`config.mk`:
```
export PLATFORM = sky130hd
export DESIGN_NAME = ex
export DESIGN_NICKNAME = d
export VERILOG_FILES = /design/src/rtl/ex_pkg.sv /design/src/rtl/ex_div.sv /design/src/rtl/ex.sv
export SDC_FILE = /design/constraint.sdc
export NUM_CORES = 1
export LEC_CHECK = 0
export CAP_MARGIN = 10
export CORE_UTILIZATION = 40
export DETAILED_ROUTE_END_ITERATION = 8
export GPL_TIMING_DRIVEN = 1
export PLACE_DENSITY = 0.73
export SLEW_MARGIN = 20
export SYNTH_ARGS = -nofsm -noshare
export SYNTH_HDL_FRONTEND = slang
export SYNTH_HIERARCHICAL = 1
export SYNTH_SLANG_ARGS = --single-unit
```
`constraint.sdc`:
```
create_clock -name vclk -period 13.15
set_clock_uncertainty 0.15 [all_clocks]
set_input_delay 2.63 -clock vclk [all_inputs]
set_output_delay 2.63 -clock vclk [all_outputs]
set_load 0.02 [all_outputs]
```
`src/rtl/ex_pkg.sv`:
```
// rtl/ex_pkg.sv - shared encodings and constants for the EX stage
package ex_pkg;

    localparam int REG_W      = 32;
    localparam int REG_ADDR_W = 5;

    localparam logic [31:0] ZeroWord    = 32'h0000_0000;
    localparam logic        RstEnable   = 1'b1;
    localparam logic        WriteEnable = 1'b1;

    localparam logic [7:0] ALU_NOP  = 8'b0000_0000;
    localparam logic [7:0] ALU_AND  = 8'b0010_0100;
    localparam logic [7:0] ALU_OR   = 8'b0010_0101;
    localparam logic [7:0] ALU_XOR  = 8'b0010_0110;
    localparam logic [7:0] ALU_NOR  = 8'b0010_0111;
    localparam logic [7:0] ALU_ADDU = 8'b0010_0001;
    localparam logic [7:0] ALU_SUBU = 8'b0010_0011;
    localparam logic [7:0] ALU_SLT  = 8'b0010_1010;
    localparam logic [7:0] ALU_SLTU = 8'b0010_1011;
    localparam logic [7:0] ALU_DIV  = 8'b0001_1010;
    localparam logic [7:0] ALU_DIVU = 8'b0001_1011;

    localparam logic [2:0] SEL_NOP   = 3'b000;
    localparam logic [2:0] SEL_LOGIC = 3'b001;
    localparam logic [2:0] SEL_ARITH = 3'b100;

    typedef enum logic [1:0] {
        DIV_FREE    = 2'b00,
        DIV_BY_ZERO = 2'b01,
        DIV_ON      = 2'b10,
        DIV_END     = 2'b11
    } div_state_t;

    localparam logic DivResultReady    = 1'b1;
    localparam logic DivResultNotReady = 1'b0;

endpackage

```
`src/rtl/ex_div.sv`:
```
// rtl/ex_div.sv - iterative restoring divider, one quotient bit per cycle
module div
    import ex_pkg::*;
#(
    parameter int W = REG_W
) (
    input  logic           clk,
    input  logic           rst,
    input  logic           signed_div,
    input  logic [W-1:0]   op1,
    input  logic [W-1:0]   op2,
    input  logic           start,
    input  logic           annul,
    output logic [2*W-1:0] result,
    output logic           ready
);

    localparam int CNT_W = $clog2(W) + 1;
    localparam logic [CNT_W-1:0] LAST_STEP = CNT_W'(W - 1);

    div_state_t     state, state_next;
    logic [CNT_W-1:0] cnt;
    logic [2*W:0]   dividend;
    logic [W-1:0]   divisor;
    logic           neg_q, neg_r;

    logic [W-1:0]   abs_op1, abs_op2;
    logic [W+1:0]   diff;
    logic [2*W:0]   step;
    logic [W-1:0]   quot, rem;
    logic           done;

    assign abs_op1 = (signed_div && op1[W-1]) ? -op1 : op1;
    assign abs_op2 = (signed_div && op2[W-1]) ? -op2 : op2;

    // Partial remainder can reach 2*divisor, so the trial subtraction is W+1 bits wide
    assign diff = {1'b0, dividend[2*W:W]} - {2'b00, divisor};
    assign step = diff[W+1] ? {dividend[2*W-1:0], 1'b0}
                            : {diff[W-1:0], dividend[W-1:0], 1'b1};

    always_ff @(posedge clk) begin
        if (rst == RstEnable) begin
            state <= DIV_FREE;
        end else begin
            state <= state_next;
        end
    end

    always_comb begin
        state_next = state;
        if (annul) begin
            state_next = DIV_FREE;
        end else begin
            case (state)
                DIV_FREE:    if (start) state_next = (op2 == '0) ? DIV_BY_ZERO : DIV_ON;
                DIV_BY_ZERO: state_next = DIV_END;
                DIV_ON:      if (cnt == LAST_STEP) state_next = DIV_END;
                DIV_END:     if (!start) state_next = DIV_FREE;
                default:     state_next = DIV_FREE;
            endcase
        end
    end

    always_ff @(posedge clk) begin
        if (rst == RstEnable) begin
            cnt      <= '0;
            dividend <= '0;
            divisor  <= '0;
            neg_q    <= 1'b0;
            neg_r    <= 1'b0;
        end else if (!annul) begin
            case (state)
                DIV_FREE: begin
                    if (start) begin
                        cnt      <= '0;
                        dividend <= {{W{1'b0}}, abs_op1, 1'b0};
                        divisor  <= abs_op2;
                        neg_q    <= signed_div && (op1[W-1] ^ op2[W-1]);
                        neg_r    <= signed_div && op1[W-1];
                    end
                end
                DIV_BY_ZERO: dividend <= '0;
                DIV_ON: begin
                    dividend <= step;
                    cnt      <= cnt + 1'b1;
                end
                default: ;
            endcase
        end
    end

    assign quot = neg_q ? -dividend[W-1:0] : dividend[W-1:0];
    assign rem  = neg_r ? -dividend[2*W:W+1] : dividend[2*W:W+1];
    assign done = (state == DIV_END) && !annul && (rst != RstEnable);

    assign ready  = done ? DivResultReady : DivResultNotReady;
    assign result = done ? {rem, quot} : '0;

endmodule

```
`src/rtl/ex.sv`:
```
// rtl/ex.sv - MIPS execute stage; divider present only when EX_DIV_EN is defined
module ex
    import ex_pkg::*;
#(
    parameter int REG_W      = ex_pkg::REG_W,
    parameter int REG_ADDR_W = ex_pkg::REG_ADDR_W
) (
    input  logic                  clk,
    input  logic                  rst,
    input  logic [7:0]            aluop_i,
    input  logic [2:0]            alusel_i,
    input  logic [REG_W-1:0]      reg1_i,
    input  logic [REG_W-1:0]      reg2_i,
    input  logic [REG_ADDR_W-1:0] wd_i,
    input  logic                  wreg_i,
    input  logic                  annul_i,
    output logic [REG_ADDR_W-1:0] wd_o,
    output logic                  wreg_o,
    output logic [REG_W-1:0]      wdata_o,
    output logic [REG_W-1:0]      hi_o,
    output logic [REG_W-1:0]      lo_o,
    output logic                  whilo_o,
    output logic                  stallreq_o
);

    logic [REG_W-1:0]   logic_res, arith_res, wdata;
    logic [2*REG_W-1:0] hilo;
    logic               is_div, whilo, stallreq;
    logic               rst_on;

    assign rst_on = (rst == RstEnable);
    assign is_div = (aluop_i == ALU_DIV) || (aluop_i == ALU_DIVU);

    always_comb begin
        logic_res = '0;
        case (aluop_i)
            ALU_OR:  logic_res = reg1_i | reg2_i;
            ALU_AND: logic_res = reg1_i & reg2_i;
            ALU_XOR: logic_res = reg1_i ^ reg2_i;
            ALU_NOR: logic_res = ~(reg1_i | reg2_i);
            default: logic_res = '0;
        endcase
    end

    always_comb begin
        arith_res = '0;
        case (aluop_i)
            ALU_ADDU: arith_res = reg1_i + reg2_i;
            ALU_SUBU: arith_res = reg1_i - reg2_i;
            ALU_SLT:  arith_res = {{(REG_W-1){1'b0}}, ($signed(reg1_i) < $signed(reg2_i))};
            ALU_SLTU: arith_res = {{(REG_W-1){1'b0}}, (reg1_i < reg2_i)};
            default:  arith_res = '0;
        endcase
    end

    always_comb begin
        wdata = '0;
        case (alusel_i)
            SEL_LOGIC: wdata = logic_res;
            SEL_ARITH: wdata = arith_res;
            default:   wdata = '0;
        endcase
    end

`ifdef EX_DIV_EN
    logic               div_ready, div_start;
    logic [2*REG_W-1:0] div_result;

    assign div_start = is_div && !div_ready && !annul_i;

    div #(.W(REG_W)) u_div (
        .clk        (clk),
        .rst        (rst),
        .signed_div (aluop_i == ALU_DIV),
        .op1        (reg1_i),
        .op2        (reg2_i),
        .start      (div_start),
        .annul      (annul_i),
        .result     (div_result),
        .ready      (div_ready)
    );

    // A flush must release the pipeline in the same cycle it arrives
    assign stallreq = is_div && !div_ready && !annul_i;
    assign whilo    = is_div && div_ready;
    assign hilo     = div_result;
`else
    logic unused_div_inputs;
    assign unused_div_inputs = &{1'b0, clk, annul_i, is_div};
    assign stallreq = 1'b0;
    assign whilo    = 1'b0;
    assign hilo     = '0;
`endif

    assign wd_o       = rst_on ? '0 : wd_i;
    assign wreg_o     = rst_on ? 1'b0 : wreg_i;
    assign wdata_o    = rst_on ? '0 : wdata;
    assign hi_o       = rst_on ? '0 : hilo[2*REG_W-1:REG_W];
    assign lo_o       = rst_on ? '0 : hilo[REG_W-1:0];
    assign whilo_o    = rst_on ? 1'b0 : whilo;
    assign stallreq_o = rst_on ? 1'b0 : stallreq;

endmodule

```
==> out/results.txt <==
Final nets: 1155
Relative slew margins: 25.32%
I/O pins: 188
synth top area cells: ha_1, buf_4, a21oi_1
# rows: 44
Tmin final: 9.567 ns
Power Density: 34.01 nW/um2
Initial DRT Pass Iterations: 6
number of diodes: 0
core footprint: 14480 um2
crit path max-delay cell type: clkdlybuf4s50_1
antenna viol nets, final: 0
fmax: 0.1045 GHz
Fin. Hold Viols: 0
mapped cell area: 5917 um2
hold buffers post-CTS: 0
Initial Util: 40.87%
# resized after CTS: 0
# setup viols final: 0
crit path DAT: 6.79 ns
total of max-cap violations: 0
Ys Warns: 6
sequential share of the synthesized area: 0%
die width: 123.6 um
post-synth top area share: 20.93%
Post-CTS Setup Inserts: 0
routed length per placed instance: 15.60 um
post-synth top area cell: ha_1
Routed WL: 17980 um
hold crit path type: input pin to output port
fin crit share: 72.75%
post-detail-place hpwl: 13630 um
Gate Count Post-Synth: 901
vias per inst: 5.682
Leak: 3.079 nW
FILL cells: 1497
largest net degree at the start of global routing: 71
synth unique cells: 73
register area: 0 um2
Worst Path Max Fanout: 4
Die Ht: 123.6 um
initial antenna violation count: 0
Least-Margin Pin Slew: 1.119 ns
Critical Path Source Type: input pin
routed vias: 6546
Crit. End Element: output port
fin util: 47.65%
status: finished, final reports clean
Avg Inst Size Synth: 6.567 um2
IO Port Bufs: 120
unrepaired setup endpoints after global routing: false
GR Overflow Total: 0
clkbuf count: 0
layout cells sized above 1: 2.789%
Final Slew Violations: 0
path type of the worst setup path: input pin to output port
Critical Path RT: 10.37 ns
area grow syn2layout: 16.60%
num sequential: 0
number of global-route vias before repair: 5972
Max rail drop VDD: 0.00001647 V
GRT Util Overall: 22.96%
Die ar.: 15280 um2
placer congestion estimate: 0.9430
DR iter-0 viols: 469
Post-Route Setup TNS: 0 ns
Critical Path Max Stage Delay: 0.67 ns
# DRC: 0
CP cell instances: clkdlybuf4s50_1 > inv_1 > ha_1 > inv_1 > fa_1 > nor2b_2 > o211ai_2 > nand3_2 > a221oi_2 > o31ai_2 > a221oi_4 > o21ai_0 > nor3_1 > o21ai_0 > a31oi_1 > clkdlybuf4s50_1
first-pass GRT wire length: 28940 um
## worst max-delay path, delay by kind of cell
family | cells | cell delay (ns)
simple gates | 3 | 0.50
fa+ha+maj | 2 | 0.56
compound gates | 7 | 1.83
buf+inv | 4 | 1.26
## cells by family after synthesis
logic type,synth area share [%]
multiplexers,1.375
buffers and inverters,18.25
other,0.06338
AO/OA/AOI/OAI,35.14
AND/OR/NAND/NOR,20.60
XOR/XNOR,2.960
adder cells (fa/ha/maj),21.61
## routing by layer
metal	up-vias	track usage (%)	part of all wire [%]
met5	-	0	0
met4	0	3.690	1.5
met3	18	1.145	7.0
met2	282	39.69	46
met1	3023	31.73	46
li1	3223	-	-
## synthesized netlist by cell type, types with 3 or more instances
cell,count
and3_1,6
nand3_1,16
ha_1,99
xnor2_1,16
clkbuf_1,37
a21oi_1,75
o22ai_1,6
nor3_1,19
nor2b_1,18
inv_1,88
o2111ai_1,4
nand2b_1,7
a221oi_1,18
a211o_1,4
mux2i_1,7
o31ai_1,8
nand2_1,58
nor2_1,97
buf_2,17
a22oi_1,8
o21a_1,4
buf_4,67
o21ai_0,53
o32a_1,9
o221ai_1,6
o21bai_1,10
a311oi_1,5
or3_1,8
a211oi_1,14
o311ai_0,4
o211ai_1,9
nand4_1,8
a31oi_1,11
a221o_1,7
o31a_1,3
a21o_1,18
inv_2,3
nor4_1,11
xor2_1,4
## layout by cell type (no fill, tap or decap), types with 19 or more instances in the layout
cell             instances
nor2_1                  96
conb_1                  66
o21ai_0                 53
nor3_1                  19
ha_1                    99
a21oi_1                 75
clkdlybuf4s50_1        119
inv_1                   88
nand2_1                 58
## power breakdown
group | internal [mW] | total, mW | switching [mW]
combinational | 0.0919 | 0.235 | 0.143
clock | 0 | 0 | 0
sequential | 0 | 0 | 0
## stage by stage
step / total power, mW / cell area (um2) / hold WS [ns] / worst slack [ns] / std cells
after floorplan: 0.1791 / 6161 / 5.283 / 5.049 / 966
after CTS: 0.2308 / 6899 / 6.153 / 3.615 / 1152
after global routing: 0.2590 / 6899 / 6.178 / 3.300 / 1152
final: 0.2347 / 6899 / 6.146 / 3.583 / 1152
after global placement: 0.2271 / 6899 / 6.143 / 3.661 / 1152
after detailed placement: 0.2295 / 6899 / 6.146 / 3.657 / 1152
## worst paths after layout
check,to,from,depth (start not counted)
setup / recovery,wdata_o[30],reg1_i[0],16
hold / removal,wd_o[1],wd_i[1],3
## area by class of cell
type / instances / area, um2 / share of cell area, %
Inverter: 92 / 345.3 / 5.005
Multi-Input combinational cell: 751 / 5090 / 73.78
Tap cell: 184 / 230.2 / 3.337
Timing Repair Buffer: 125 / 1234 / 17.88
No activity file was read; power rests on OpenSTA's default activity.
